**config.mk**
```make
export PLATFORM = sky130hd
export DESIGN_NAME = multicycle_controller
export DESIGN_NICKNAME = d
export VERILOG_FILES = /design/src/rtl/cpu_ctrl_pkg.sv /design/src/rtl/branch_resolver.sv /design/src/rtl/multicycle_controller.sv
export SDC_FILE = /design/constraint.sdc
export NUM_CORES = 1
export LEC_CHECK = 0
export BUFFER_PORTS_ARGS = -buffer_cell sky130_fd_sc_hd__buf_2
export CORE_UTILIZATION = 45
export DETAILED_ROUTE_END_ITERATION = 8
export GPL_ROUTABILITY_DRIVEN = 0
export PLACE_DENSITY_LB_ADDON = 0.1
export RECOVER_POWER = 50
export SLEW_MARGIN = 25
export SYNTH_ARGS = -nofsm -noshare
export SYNTH_HDL_FRONTEND = slang
export SYNTH_SLANG_ARGS = --single-unit
```
**constraint.sdc**
```tcl
create_clock -name clk -period 2.2 [get_ports clk]
set_clock_uncertainty 0.05 [all_clocks]
set_input_delay 0.33 -clock clk [delete_from_list [all_inputs] [get_ports clk]]
set_output_delay 0.33 -clock clk [all_outputs]
set_load 0.01 [all_outputs]
```
**src/rtl/cpu_ctrl_pkg.sv**
```systemverilog
// Shared encodings for the RV32I multi-cycle control path (state, opcodes, mux selects).
// Latency: n/a (types, constants and pure functions only).
// Backpressure: n/a; consumers add their own mem_ready handshake.
package cpu_ctrl_pkg;

    typedef enum logic [3:0] {
        S_FETCH,
        S_DECODE,
        S_MEMADR,
        S_MEMREAD,
        S_MEMWB,
        S_MEMWRITE,
        S_EXEC_R,
        S_EXEC_I,
        S_LUI,
        S_ALUWB,
        S_BRANCH,
        S_JAL,
        S_JALR,
        S_TRAP
    } state_t;

    localparam logic [6:0] OP_LOAD   = 7'b0000011;
    localparam logic [6:0] OP_STORE  = 7'b0100011;
    localparam logic [6:0] OP_R      = 7'b0110011;
    localparam logic [6:0] OP_I      = 7'b0010011;
    localparam logic [6:0] OP_BRANCH = 7'b1100011;
    localparam logic [6:0] OP_JAL    = 7'b1101111;
    localparam logic [6:0] OP_JALR   = 7'b1100111;
    localparam logic [6:0] OP_LUI    = 7'b0110111;

    localparam logic [1:0] ALUOP_ADD  = 2'b00;
    localparam logic [1:0] ALUOP_SUB  = 2'b01;
    localparam logic [1:0] ALUOP_FUNC = 2'b10;

    localparam logic [1:0] RES_ALUOUT    = 2'b00;
    localparam logic [1:0] RES_DATA      = 2'b01;
    localparam logic [1:0] RES_ALURESULT = 2'b10;

    localparam logic [1:0] SRCA_PC    = 2'b00;
    localparam logic [1:0] SRCA_OLDPC = 2'b01;
    localparam logic [1:0] SRCA_RS1   = 2'b10;

    localparam logic [1:0] SRCB_RS2  = 2'b00;
    localparam logic [1:0] SRCB_IMM  = 2'b01;
    localparam logic [1:0] SRCB_FOUR = 2'b10;

    localparam logic [2:0] F3_BEQ = 3'b000;
    localparam logic [2:0] F3_BNE = 3'b001;

    // State-only part of the control word; handshake-gated enables are added in the top.
    typedef struct packed {
        logic       pc_write;
        logic       adr_src;
        logic       mem_write;
        logic       mem_req;
        logic       reg_write;
        logic       retire;
        logic [1:0] result_src;
        logic [1:0] alu_src_a;
        logic [1:0] alu_src_b;
        logic [1:0] alu_op;
    } ctrl_t;

    function automatic ctrl_t moore_ctrl(input state_t s);
        ctrl_t c;
        c = '0;
        case (s)
            S_FETCH: begin
                c.mem_req    = 1'b1;
                c.alu_src_a  = SRCA_PC;
                c.alu_src_b  = SRCB_FOUR;
                c.alu_op     = ALUOP_ADD;
                c.result_src = RES_ALURESULT;
            end
            S_DECODE: begin
                c.alu_src_a = SRCA_OLDPC;
                c.alu_src_b = SRCB_IMM;
                c.alu_op    = ALUOP_ADD;
            end
            S_MEMADR, S_LUI, S_JALR: begin
                c.alu_src_a = SRCA_RS1;
                c.alu_src_b = SRCB_IMM;
                c.alu_op    = ALUOP_ADD;
            end
            S_MEMREAD: begin
                c.mem_req = 1'b1;
                c.adr_src = 1'b1;
            end
            S_MEMWB: begin
                c.result_src = RES_DATA;
                c.reg_write  = 1'b1;
                c.retire     = 1'b1;
            end
            S_MEMWRITE: begin
                c.mem_req   = 1'b1;
                c.adr_src   = 1'b1;
                c.mem_write = 1'b1;
            end
            S_EXEC_R: begin
                c.alu_src_a = SRCA_RS1;
                c.alu_src_b = SRCB_RS2;
                c.alu_op    = ALUOP_FUNC;
            end
            S_EXEC_I: begin
                c.alu_src_a = SRCA_RS1;
                c.alu_src_b = SRCB_IMM;
                c.alu_op    = ALUOP_FUNC;
            end
            S_ALUWB: begin
                c.result_src = RES_ALUOUT;
                c.reg_write  = 1'b1;
                c.retire     = 1'b1;
            end
            S_BRANCH: begin
                c.alu_src_a  = SRCA_RS1;
                c.alu_src_b  = SRCB_RS2;
                c.alu_op     = ALUOP_SUB;
                c.result_src = RES_ALUOUT;
                c.retire     = 1'b1;
            end
            S_JAL: begin
                c.alu_src_a  = SRCA_OLDPC;
                c.alu_src_b  = SRCB_FOUR;
                c.alu_op     = ALUOP_ADD;
                c.result_src = RES_ALUOUT;
                c.pc_write   = 1'b1;
            end
            default: c = '0;
        endcase
        return c;
    endfunction

    function automatic state_t decode_next(input logic [6:0] op);
        state_t s;
        case (op)
            OP_LOAD, OP_STORE: s = S_MEMADR;
            OP_R:              s = S_EXEC_R;
            OP_I:              s = S_EXEC_I;
            OP_BRANCH:         s = S_BRANCH;
            OP_JAL:            s = S_JAL;
            OP_JALR:           s = S_JALR;
            OP_LUI:            s = S_LUI;
            default:           s = S_TRAP;
        endcase
        return s;
    endfunction

endpackage

```
**src/rtl/branch_resolver.sv**
```systemverilog
// Maps func3/zero to a branch-taken flag for beq/bne; other func3 values are not taken.
// Latency: combinational.
// Backpressure: none.
module branch_resolver
    import cpu_ctrl_pkg::*;
(
    input  logic [2:0] func3_i,
    input  logic       zero_i,
    output logic       taken_o
);

    always_comb begin
        taken_o = 1'b0;
        case (func3_i)
            F3_BEQ:  taken_o = zero_i;
            F3_BNE:  taken_o = !zero_i;
            default: taken_o = 1'b0;
        endcase
    end

endmodule

```
**src/rtl/multicycle_controller.sv**
```systemverilog
// Main control FSM of the multi-cycle RV32I core: fetch/decode/execute/memory/writeback.
// Latency: 3-5 cycles per instruction plus memory wait cycles.
// Backpressure: holds in FETCH/MEMREAD/MEMWRITE until mem_ready_i; optional timeout traps.
module multicycle_controller
    import cpu_ctrl_pkg::*;
#(
    parameter int unsigned MEM_TIMEOUT = 0,
    parameter int unsigned TIMEOUT_W   = 8
) (
    input  logic       clk,
    input  logic       rst,
    input  logic [6:0] op_i,
    input  logic [2:0] func3_i,
    input  logic       zero_i,
    input  logic       mem_ready_i,
    output logic       PCWrite_o,
    output logic       AdrSrc_o,
    output logic       MemWrite_o,
    output logic       MemReq_o,
    output logic       IRWrite_o,
    output logic [1:0] ResultSrc_o,
    output logic [1:0] ALUSrcA_o,
    output logic [1:0] ALUSrcB_o,
    output logic [1:0] ALUOp_o,
    output logic       RegWrite_o,
    output logic       retire_o,
    output logic       trap_o
);

    // The trap decision is taken in the wait cycle that would bring the count to MEM_TIMEOUT.
    localparam logic [TIMEOUT_W-1:0] WAIT_LAST =
        TIMEOUT_W'((MEM_TIMEOUT == 0) ? 0 : MEM_TIMEOUT - 1);
    localparam logic TIMEOUT_EN = (MEM_TIMEOUT != 0);

    state_t               state_q, state_d;
    ctrl_t                ctrl_q;
    logic [TIMEOUT_W-1:0] wait_q, wait_d;
    logic                 trap_q, trap_d;
    logic                 taken;
    logic                 in_mem;
    logic                 timed_out;

    branch_resolver u_branch_resolver (
        .func3_i (func3_i),
        .zero_i  (zero_i),
        .taken_o (taken)
    );

    assign in_mem    = (state_q == S_FETCH) || (state_q == S_MEMREAD) || (state_q == S_MEMWRITE);
    assign timed_out = TIMEOUT_EN && in_mem && !mem_ready_i && (wait_q == WAIT_LAST);

    always_comb begin
        state_d = state_q;
        case (state_q)
            S_FETCH:    if (mem_ready_i) state_d = S_DECODE;
            S_DECODE:   state_d = decode_next(op_i);
            S_MEMADR:   state_d = op_i[5] ? S_MEMWRITE : S_MEMREAD;
            S_MEMREAD:  if (mem_ready_i) state_d = S_MEMWB;
            S_MEMWRITE: if (mem_ready_i) state_d = S_FETCH;
            S_MEMWB, S_ALUWB, S_BRANCH:  state_d = S_FETCH;
            S_EXEC_R, S_EXEC_I, S_LUI:   state_d = S_ALUWB;
            S_JAL:      state_d = S_ALUWB;
            S_JALR:     state_d = S_JAL;
            S_TRAP:     state_d = S_TRAP;
            default:    state_d = S_TRAP;
        endcase
        if (timed_out) state_d = S_TRAP;
    end

    always_comb begin
        wait_d = '0;
        if (TIMEOUT_EN && in_mem && !mem_ready_i && (state_d == state_q))
            wait_d = wait_q + TIMEOUT_W'(1);
    end

    assign trap_d = trap_q || (state_d == S_TRAP);

    // Select/enable word for the next state is registered alongside the state itself.
    always_ff @(posedge clk) begin
        if (rst) begin
            state_q <= S_FETCH;
            ctrl_q  <= moore_ctrl(S_FETCH);
            wait_q  <= '0;
            trap_q  <= 1'b0;
        end else begin
            state_q <= state_d;
            ctrl_q  <= moore_ctrl(state_d);
            wait_q  <= wait_d;
            trap_q  <= trap_d;
        end
    end

    always_comb begin
        PCWrite_o   = 1'b0;
        AdrSrc_o    = 1'b0;
        MemWrite_o  = 1'b0;
        MemReq_o    = 1'b0;
        IRWrite_o   = 1'b0;
        ResultSrc_o = 2'b00;
        ALUSrcA_o   = 2'b00;
        ALUSrcB_o   = 2'b00;
        ALUOp_o     = 2'b00;
        RegWrite_o  = 1'b0;
        retire_o    = 1'b0;
        if (!rst) begin
            AdrSrc_o    = ctrl_q.adr_src;
            MemWrite_o  = ctrl_q.mem_write;
            MemReq_o    = ctrl_q.mem_req;
            ResultSrc_o = ctrl_q.result_src;
            ALUSrcA_o   = ctrl_q.alu_src_a;
            ALUSrcB_o   = ctrl_q.alu_src_b;
            ALUOp_o     = ctrl_q.alu_op;
            RegWrite_o  = ctrl_q.reg_write;
            IRWrite_o   = (state_q == S_FETCH) && mem_ready_i;
            PCWrite_o   = ctrl_q.pc_write
                       || ((state_q == S_FETCH) && mem_ready_i)
                       || ((state_q == S_BRANCH) && taken);
            retire_o    = ctrl_q.retire || ((state_q == S_MEMWRITE) && mem_ready_i);
        end
    end

    assign trap_o = trap_q;

endmodule

```
==> impl_results.md <==
- Min Tclk post-route: 2170 ps
- Clk network pwr share: roughly 9.0%
- Max-slew headroom: 67.2%
- Vias/cell: 5.44
- Detail Placement HPWL: 1.97 mm
- Synth top area share: around 33%
- GRT overflow: 0
- NetSw: 886 uW
- Warnings from Yosys: 0
- Die width: 52.6 um
- Total core area: roughly 0.0023 sq mm
- I/O pin cnt: 30
- Hold crit path type: in2reg
- Post-synthesis mux area share: 0.871%
- Bufs on Longest Clock Path: 2
- CP Cell Sequence: buf_4 -> or4b_1 -> nor3_1 -> a21oi_1 -> nand3_2 -> xnor2_1 -> a221o_1
- Mapped cell area: 0.00115 sq mm
- Crit path max-delay family: simple AND/OR/NAND/NOR gates
- Proportion of layout cells with a drive suffix above 1: 26.7%
- GRT Overall Usage: between 20% and 30%
- Row count: 17
- Syn_area_per_cell: 8.10 sq um
- Clk slew on worst S/H paths: between 100 and 150 ps
- RSZ-0062 raised after global routing: true
- Fin. Hold Viols: 0
- Sequential share of the synthesized area: 33.1%
- Max FO, Critical Path: 7
- Design Area, Final: 0.00141 sq mm
- Area grow syn2layout: 22.9%
- First-pass GRT wire length: roughly 4.4 mm
- Filler cells: 217
- N_diodes: 0
- Worst-Margin Slew: 492 ps
- Req. time, crit path: roughly 2400 ps
- Static leakage: 0.000588 uW
- Post-synthesis net count: 156
- Number of global-route vias before repair: 939
- CTS tree: built
- Post-layout util: 60.9%
- DRT iter0 DRCs: 20
- Starting Density: 49.6%
- Sequential power share: 28.1%
- Final ANT Viol Nets: 0
- Top FF cell, synth: dfxtp_1
- Xor-xnor portion of the synthesized cell area: 3.05%
- Via count: 1132
- Most common cell after layout, fill and taps aside: buf_2
- PortBufs: 29
- Combinational fraction of design power: between 60 and 70%
- Sw Ratio: 43.5%
- Status: completed
- WL/cell: approximately 14 um
- Die Ht: 52.6 um
- First-pass iteration count of the detailed router: 4
- Setup ws final: 25.4 ps
- Compound-Gate Fraction of Synth Area: 20.8%
- Largest net degree at the start of global routing: 31
- Cell taking the most area after synthesis: dfxtp_1
- Total Wirelength: 2.84 mm
- Async SR Flop Fraction: 0%
- Fin crit share: 98.8%
- Pwr per Cell Area: 1440 mW/mm^2
- Initial antenna violation count: 0
- Startpoint Class: flip-flop
- DRC viols: 0
- # H-tree levels: 1
- Fmax: roughly 460 MHz
- CP Buf/Inv Count: 1
- Largest family of logic cells by synthesized area: simple AND/OR/NAND/NOR gates
- Slowest cell on the critical path: or4b_1
- Total CTS buffers: 3
- Post-Synth Simple-Gate Area: between 30% and 40%
- Most frequent cells in the layout: 17 x buf_2, 15 x dfxtp_1, 14 x buf_4, 13 x nor2b_1, 13 x clkbuf_1
- Power after layout: ~2000 uW
- P_int: roughly 1200 uW
- Post-Synthesis Cells: 142
- Top post-synthesis cells by area: dfxtp_1 33%, nor2b_1 7.1%, nor2_1 3.9%, a21oi_1 2.6%, a221o_1 2.6%
- Clk sink count: 19
- Total of max-cap violations: 0
- CTS root buffer: clkbuf_4
- Max incr delay on CP: around 560 ps
- Post-DP Area: 0.00134 sq mm
- Max-slew violations: 0
- Die area: 0.00276 sq mm
- Fin Hold WS: 413 ps
- EDFF count, synth: 0
- CTS Hold Bufs: 0
- Distinct cells, synth: 47
- Place WS: 48.1 ps
- Worst Path Arrival: 2320 ps
- Adder-cell area share of the yosys netlist: 0%
- Worst vdd ir: about 0.74 mV
- # setup viols final: 0
- Worst setup path class: reg2reg
- Worst-Skew Late Latency: 310 ps
- Nets: approximately 200
- Worst setup EP type: flip-flop
- Synthesized flop and latch total: 19
## power by group through the flow
stage          clock network, uW  logic [uW]  registers (uW)
2_1_floorplan                  0         902             514
3_3_place_gp                   0        1120             571
3_5_place_dp                   0        1130             582
4_1_cts                      184        1180             575
5_1_grt                      200        1400             590
6_report                     183        1280             572
## synth_stat cells, drive strengths merged (2+ instances only)
cell and count:
nand2b 3, nor3b 2, a31oi 4, nand3 3, o22ai 2, o21ai 9
nor2b 13, nor4b 2, nor4bb 2, nor2 12, xnor2 3, a221o 3
inv 5, dfxtp 19, a21oi 7, or3 4, clkbuf 4, nand2 8
or3b 2, nor4 3, buf 6, nor3 6, and2 3
## kinds of logic (layout without fill, tap and decap cells)
| family | after synthesis | in the layout |
|---|---|---|
| buf+inv | 15 | 52 |
| xor+xnor | 4 | 4 |
| simple gates | 69 | 70 |
| mux | 1 | 1 |
| compound gates | 34 | 34 |
| flops | 19 | 19 |
## per-stage QoR
stage | setup TNS (ps) | std cells
after floorplan | 0 | 142
after global placement | 0 | 198
after detailed placement | 0 | 198
after CTS | 0 | 203
after global routing | -102 | 208
final | 0 | 208
## path summary, 6_finish.rpt
path                               from  cells past startpoint  slack, ps                     to
setup / recovery  state_q[2]$_SDFF_PP0_                      7         30  ctrl_q[10]$_SDFF_PP1_
hold / removal                      rst                      2        410      trap_o$_SDFF_PP0_
setup reg to reg  state_q[2]$_SDFF_PP0_                      7         30  ctrl_q[10]$_SDFF_PP1_
hold reg to reg       trap_o$_SDFF_PP0_                      2        460      trap_o$_SDFF_PP0_
## registers in the layout (all words and copies together) (netlist names)
name and flops:
ctrl_q 14, state_q 4, trap_o 1
## cell type report
class / instances / area, sq um / area share, %
clock buffers: 4 / 26.3 / 1.86
inverters: 5 / 18.8 / 1.33
multi-input cells: 109 / 707 / 50.0
flip-flops and latches: 19 / 390 / 27.6
well taps: 28 / 35.0 / 2.48
repair buffers: 43 / 235 / 16.7
## layer usage
metal	GRT usage, %	vias to the layer above	part of all wire (%)
met1	29.9	502	48
met3	5.22	2	5.8
li1	-	587	-
met5	0	-	0
met4	5.26	0	0.49
met2	33.5	41	45
## repair_timing
item / CTS / global route
endpoints found under the hold margin: 0 / 0
buffers inserted: 1 / 4
gates resized for setup: 7 / 4
cloned: 0 / 1
setup endpoints to repair: 2 / 7
pin swaps: 0 / 2
## worst register-to-register path, cell delays in order, from the launching register on
cell	delay, ps
dfxtp_4	380
buf_4	140
or4b_1	560
nor3_1	190
a21oi_1	130
nand3_2	180
xnor2_1	110
a221o_1	330
Note: power is estimated with default switching activity, not from simulation.
